<file path="src/rtl/tail_light_pkg.sv">
// tail_light_pkg: shared state encoding, lamp patterns and brake masks for the tail-light sequencer
package tail_light_pkg;

    typedef enum logic [3:0] {
        IDLE    = 4'd0,
        L1      = 4'd1,
        L2      = 4'd2,
        L3      = 4'd3,
        R1      = 4'd4,
        R2      = 4'd5,
        R3      = 4'd6,
        HAZ_ON  = 4'd7,
        HAZ_OFF = 4'd8
    } state_t;

    // Lamp vectors are ordered {lc, lb, la, ra, rb, rc}
    localparam logic [5:0] PAT_OFF   = 6'b000000;
    localparam logic [5:0] PAT_ALL   = 6'b111111;
    localparam logic [5:0] PAT_L1    = 6'b001000;
    localparam logic [5:0] PAT_L2    = 6'b011000;
    localparam logic [5:0] PAT_L3    = 6'b111000;
    localparam logic [5:0] PAT_R1    = 6'b000100;
    localparam logic [5:0] PAT_R2    = 6'b000110;
    localparam logic [5:0] PAT_R3    = 6'b000111;
    localparam logic [5:0] BRK_LEFT  = 6'b111000;
    localparam logic [5:0] BRK_RIGHT = 6'b000111;

    // Animation pattern of a state with the brake overlay applied to the idle side
    function automatic logic [5:0] lamp_pattern(input state_t s, input logic brk);
        logic [5:0] p;
        case (s)
            L1:      p = PAT_L1 | (brk ? BRK_RIGHT : PAT_OFF);
            L2:      p = PAT_L2 | (brk ? BRK_RIGHT : PAT_OFF);
            L3:      p = PAT_L3 | (brk ? BRK_RIGHT : PAT_OFF);
            R1:      p = PAT_R1 | (brk ? BRK_LEFT : PAT_OFF);
            R2:      p = PAT_R2 | (brk ? BRK_LEFT : PAT_OFF);
            R3:      p = PAT_R3 | (brk ? BRK_LEFT : PAT_OFF);
            HAZ_ON:  p = PAT_ALL;
            HAZ_OFF: p = PAT_OFF;
            default: p = brk ? PAT_ALL : PAT_OFF;
        endcase
        return p;
    endfunction

endpackage

</file>
<file path="src/rtl/tail_light_tick_prescaler.sv">
// tick_prescaler: free-running step counter that pulses tick once every TICK_DIV cycles unless cleared
module tick_prescaler #(
    parameter int TICK_DIV = 4,
    localparam int CNT_W = $clog2(TICK_DIV > 1 ? TICK_DIV : 2)
) (
    input  logic clk,
    input  logic reset,
    input  logic clear,
    output logic tick
);

    logic [CNT_W-1:0] count_q;
    logic [CNT_W-1:0] count_d;

    assign tick = (count_q == CNT_W'(TICK_DIV - 1));

    // Restart from zero when cleared, otherwise count up and wrap on tick
    always_comb begin
        count_d = clear ? '0 : (tick ? '0 : count_q + CNT_W'(1));
    end

    // Counter register, asynchronously cleared by the active-low reset
    always_ff @(posedge clk or negedge reset) begin
        if (!reset) count_q <= '0;
        else        count_q <= count_d;
    end

endmodule

</file>
<file path="src/rtl/tail_light_sequencer.sv">
// tail_light_sequencer: arbitrates turn/hazard/brake requests and sequences the six tail lamps
module tail_light_sequencer
    import tail_light_pkg::*;
#(
    parameter int TICK_DIV = 4
) (
    input  logic clk,
    input  logic reset,
    input  logic left,
    input  logic right,
    input  logic hazard,
    input  logic brake,
    output logic lc,
    output logic lb,
    output logic la,
    output logic ra,
    output logic rb,
    output logic rc,
    output logic busy
);

    state_t     state_q;
    state_t     state_d;
    logic [5:0] lamps_q;
    logic [5:0] lamps_d;
    logic       busy_q;
    logic       busy_d;
    logic       hz;
    logic       tick;
    logic       clear;

    // Both turn signals together behave as a hazard request
    assign hz = hazard | (left & right);

    // Every state starts its dwell with a fresh count; IDLE keeps the counter parked
    assign clear = (state_q == IDLE) || (state_d != state_q);

    tick_prescaler #(
        .TICK_DIV(TICK_DIV)
    ) u_prescaler (
        .clk  (clk),
        .reset(reset),
        .clear(clear),
        .tick (tick)
    );

    // Next-state: IDLE reacts immediately, all other states advance only on tick
    always_comb begin
        state_d = state_q;
        case (state_q)
            IDLE:    state_d = hz ? HAZ_ON : (left ? L1 : (right ? R1 : IDLE));
            L1:      state_d = tick ? (hz ? HAZ_ON : L2) : L1;
            L2:      state_d = tick ? (hz ? HAZ_ON : L3) : L2;
            L3:      state_d = tick ? (hz ? HAZ_ON : IDLE) : L3;
            R1:      state_d = tick ? (hz ? HAZ_ON : R2) : R1;
            R2:      state_d = tick ? (hz ? HAZ_ON : R3) : R2;
            R3:      state_d = tick ? (hz ? HAZ_ON : IDLE) : R3;
            HAZ_ON:  state_d = tick ? HAZ_OFF : HAZ_ON;
            HAZ_OFF: state_d = tick ? (hz ? HAZ_ON : IDLE) : HAZ_OFF;
            default: state_d = IDLE;
        endcase
    end

    // Outputs are precomputed from the next state so they land on the same edge as the transition
    always_comb begin
        lamps_d = lamp_pattern(state_d, brake);
        busy_d  = (state_d != IDLE);
    end

    // State and output registers, asynchronously reset to idle with all lamps dark
    always_ff @(posedge clk or negedge reset) begin
        if (!reset) begin
            state_q <= IDLE;
            lamps_q <= PAT_OFF;
            busy_q  <= 1'b0;
        end else begin
            state_q <= state_d;
            lamps_q <= lamps_d;
            busy_q  <= busy_d;
        end
    end

    assign {lc, lb, la, ra, rb, rc} = lamps_q;
    assign busy = busy_q;

endmodule

</file>
<file path="config.mk">
export PLATFORM = sky130hd
export DESIGN_NAME = tail_light_sequencer
export DESIGN_NICKNAME = d
export VERILOG_FILES = /design/src/rtl/tail_light_pkg.sv /design/src/rtl/tail_light_tick_prescaler.sv /design/src/rtl/tail_light_sequencer.sv
export SDC_FILE = /design/constraint.sdc
export NUM_CORES = 1
export LEC_CHECK = 0
export CAP_MARGIN = 20
export CORE_MARGIN = 2
export CORE_UTILIZATION = 47
export CTS_CLUSTER_DIAMETER = 40
export CTS_CLUSTER_SIZE = 30
export DETAILED_ROUTE_END_ITERATION = 10
export HOLD_SLACK_MARGIN = 0.15
export PLACE_DENSITY = 0.74
export SYNTH_ARGS = -nofsm -noshare
export SYNTH_HDL_FRONTEND = slang
export SYNTH_SLANG_ARGS = --single-unit
</file>
<file path="constraint.sdc">
create_clock -name clk -period 2 [get_ports clk]
set_clock_uncertainty 0.05 [all_clocks]
set_input_delay 0.3 -clock clk [delete_from_list [all_inputs] [get_ports clk]]
set_output_delay 0.3 -clock clk [all_outputs]
set_load 0.005 [all_outputs]
</file>
Word-level counts from Yosys, hierarchy flattened
Index checks and enable logic that the tools add are counted.
W data, S select, Z words.
- flip-flop bits (word level): 13
- input port bits: 6
- output and inout port bits: 7
- word-level logic and storage cells: 51
- $add $sub $neg: 1
- equality and inequality tests: 18
- multiplexer cells: 23
- bitwise gates (word level): 2
- reductions and logical operators: 3
- operators by type and width (cell ; count):
    $pmux W6 S8 ; 1
    $pmux W4 S9 ; 1
    $eq A4 B3 Y1 const B ; 8
    $mux W3 ; 9
    $eq A4 B2 Y1 const B ; 4
    $mux W4 ; 4
    $mux W6 ; 2
    $mux W2 ; 5
    $eq A4 B1 Y1 const B ; 2
    $eq A4 B4 Y1 const B ; 2
    $logic_not A4 Y1 ; 1
    $ne A4 B4 Y1 ; 1
    $reduce_bool A4 Y1 ; 1
    $add A2 B1 Y2 const B ; 1
    $eq A2 B2 Y1 const B ; 1
    $and A1 B1 Y1 ; 1
    $logic_or A1 B1 Y1 ; 1
    $mux W1 ; 1
    $or A1 B1 Y1 ; 1

Depth between registers and ports, before layout
- depth after elaboration: 8
- mapped depth: 8
- mapped depth without buffers: 6

Hierarchy
A second synthesis with hierarchy kept.
- cell total of the unflattened synthesis: 81
- area total of the unflattened synthesis: 824.5 um^2
- by module, submodules not included (module ; times used ; cells an instance ; area an instance (um^2) ; seq. area each (um^2)):
    tail_light_sequencer ; 1 ; 76 ; 745.7 ; 275.3
    tick_prescaler ; 1 ; 5 ; 78.8 ; 50.0

Worst setup path before layout
Ideal clock, no wire load.
- path kind: reg2reg
- start point: register u_prescaler.count_q[0]
- end point: register lamps_q[3]
- setup time: 0.136 ns
- arrival time: 1.824 ns
- data required time: 1.814 ns
- slack: -0.010 ns
- cell stages (with the launch flop): 8
- buffers on the path: 1
- period minus slack after synthesis: 2.010 ns
- path through: dfrtp_1 -> ha_1 -> buf_2 -> a21bo_2 -> a211oi_1 -> a211oi_2 -> a2111oi_0 -> nor3_1
- word-level cells in the longest chain between the ends: 5
- elaborated cells on any way between the ends: 19
- those cells by class: eq/ne: 9; mux: 10
- RTL lines (what ; RTL line ; RTL):
    start, declared ; tail_light_tick_prescaler.sv:12 ; logic [CNT_W-1:0] count_q;
    start signal, assigned ; tail_light_tick_prescaler.sv:25 ; else count_q <= count_d;
    $eq A2 B2 Y1 * ; tail_light_tick_prescaler.sv:15 ; assign tick = (count_q == CNT_W'(TICK_DIV - 1));
    $mux W4 (tied with other cells) ; tail_light_sequencer.sv:59 ; HAZ_OFF: state_d = tick ? (hz ? HAZ_ON : IDLE) : HAZ_OFF;
    $pmux W4 S9 * ; tail_light_sequencer.sv:50 ; case (state_q)
    $eq A4 B4 Y1 (tied with other cells) ; tail_light_pkg.sv:31 ; case (s)
    $pmux W6 S8 * ; tail_light_pkg.sv:31 ;
    net lamps_d[3] ; tail_light_sequencer.sv:25 ; logic [5:0] lamps_d;
    end signal, assigned ; tail_light_sequencer.sv:78 ; lamps_q <= lamps_d;
    end, declared ; tail_light_sequencer.sv:24 ; logic [5:0] lamps_q;
The timed path passes the listed nets; every way through them passes the cells marked *.

Worst setup path after layout
Ends and elaborated chain as after synthesis.

==> results.ini <==
[cells_and_area]
nets=132
diodes=0
area_growth_pct=43.7
fillers=135
drive_gt1_share_pct=37.1

[sta]
hold_violations=0
period_share_pct=99.4
max_freq_mhz=503
slew_headroom_pct=62.0
finalSetupViolCount=0
maxSlewViolCount=0
tns_ps=0
min_period_ps=1990
worst_pin_slew_ps=569
rsz0062_at_grt=yes

[place]
place_hpwl_um=1800
port_buffers=12
place.gp.congestion=0.845

[power_and_ir_drop]
peakVddDrop_mv=1.07
total_power_mw=2.07
p_leak_nw=0.502
cellPowerDensity_nw_per_um2=1650

[die]
io-pin-count=13
num_rows=15
die_y_um=47.0
initial_utilization_pct=50.4
core_um2=1730
die_area_um2=2210
die_w_um=47.0

[drt]
drtAntennaViolNets=0
vias=898
wirelength_um=2610
top_layer_used=met4
drtPass1Iterations=4
wl_met3_um=111
drc_errors=0
met2_wirelength_um=1370
wl_met1_um=965
via_per_inst=6.03
drtIter0Drc=8
avgRoutedWirePerCell_um=17.5

[yosys]
syn_nets=101
synth_top_area_share_pct=37.4
yosysWarnings=0
synth_xor_area_share_pct=0
synth_cells=94
synthMuxAreaShare_pct=0
ys_ff_latch=13
synth_compound_area_share_pct=30.0
syn_area_um2=871
synthAdderAreaFrac_pct=2.59
synthSimpleGateAreaFrac_pct=20.8
synth_area_leaders=dfrtp_1 (37%), nor3_1 (3.4%), inv_1 (3.4%), a211oi_2 (2.9%), o22ai_1 (2.9%)
synth_top_cell_by_area=dfrtp_1
postSynth.asyncResetShare_pct=100
synth_seq_area_share_pct=37.4
synth_top_family_by_area=compound AO/OA/AOI/OAI gates
synth_edf_count=0
synth_cell_type_count=41
synth.most_common_cell=dfrtp_1
synthFlopType=dfrtp_1
synth_area_per_cell_um2=9.26
synth_common_cells=dfrtp_1 (13), inv_1 (8), nor2_1 (6), nor3_1 (6)

[global_route]
grt_remaining_overflow=0
grt_pass1_wl_um=3920
grt.total_usage_pct=26.2
grt_max_degree=15
antenna_found_initial=0
grt_pass1_vias=915

[cts]
worst_skew_pair.late_latency_ps=280
htreeDepth=1
cts_root_buffer=clkbuf_4
cts.clk_slew.worst_paths_ps=80
clockBufferDepth=2
cts_tree=yes
cts_buffers=3
cts.sinks=13

[worst_setup_path]
critPathMaxFanout=12
critPathKind=reg -> reg
crit_chain=ha_4 > and2_1 > nor2_1 > a221o_2 > buf_4 > buf_4 > nor3_1 > nor3_1
arrival_ps=2090
cp-start-kind=flop
crit_required_ps=2110
cp_slowest_cell=a221o_2
endpoint_kind=flop
critPathMaxStageDelay_ps=440

[run_status]
status=completed

[job]
max_cap_viol_count=0

[hold_path]
min_path_type=in -> async

==> cell usage in the layout, fill, tap and decap left out, types with 3 or more instances in the layout <==
cell             instances
buf_4                   20
clkbuf_4                 3
clkdlybuf4s50_1         12
dfrtp_1                 10
dfrtp_2                  3
inv_1                    8
nand2_1                  4
nor2_1                   6
nor3_1                   5
o22ai_2                  3
==> logic make-up after synthesis <==
logic type	count (synthesis)
compound gates	32
fa+ha+maj	2
buf+inv	15
flops	13
simple gates	32
==> where the power goes <==
group / switching (mW) / internal (mW)
sequential: 0.152 / 0.382
combinational: 0.662 / 0.707
clock: 0.0856 / 0.0775
==> timing repair <==
| item | CTS | global route |
|---|---|---|
| gates resized for setup | 6 | 16 |
| buffers inserted | 2 | 1 |
| pin swaps | 2 | 6 |
| hold buffers | 0 | 0 |
| endpoints found under the setup margin | 9 | 8 |
==> layer usage <==
| metal | global-route usage (%) | vias to the layer above |
|---|---|---|
| met3 | 2.31 | 16 |
| met5 | 0 | - |
| li1 | - | 412 |
| met2 | 47.7 | 33 |
| met4 | 21.7 | 0 |
| met1 | 26.9 | 437 |
==> state kept, by name, indices dropped and copies added, names as in the netlist <==
name,flops
state_q,4
u_prescaler.count_q,2
busy,1
lamps_q,6
==> worst paths after layout <==
check	slack (ps)	end	cells after the start	startpoint
min in group clk	450	u_prescaler.count_q[0]	1	u_prescaler.count_q[0]
setup reg to reg	10	lamps_q[3]	8	u_prescaler.count_q[0]
hold reg to reg	450	u_prescaler.count_q[0]	1	u_prescaler.count_q[0]
setup / recovery	10	lamps_q[3]	8	u_prescaler.count_q[0]
max in group asynchronous	1160	state_q[1]	1	reset
hold / removal	330	lamps_q[0]	1	reset
==> area by class of cell <==
class                   instances  area (um^2)  share of cell area, %
inverters                       8         30.0                   2.40
clock buffers                   4         26.3                   2.10
repair buffers                 33          282                   22.5
well taps                      25         31.3                   2.50
flip-flops and latches         13          329                   26.3
multi-input cells              66          553                   44.2
==> critical path: cells and delay by family (launching register included) <==
| family | cells | cell delay [ps] |
|---|---|---|
| AOI/OAI and AO/OA | 1 | 440 |
| and+or+nand+nor | 4 | 460 |
| DFF | 1 | 400 |
| adders and majority gates | 1 | 230 |
| buffers and inverters | 2 | 300 |
==> stage by stage <==
step | instance area [um^2] | hold WS (ps) | utilization, % | worst slack, ps | cells
final | 1250 | 331 | 72.5 | 11.6 | 149
after global routing | 1250 | 368 | 72.5 | -42.9 | 149
after CTS | 1190 | 343 | 68.9 | 4.95 | 148
after detailed placement | 1110 | 381 | 64.4 | -269 | 142
after global placement | 1110 | 374 | 64.4 | -196 | 142
after floorplan | 876 | -45.6 | - | 63.7 | 94
(Power assumes the default switching activity.)
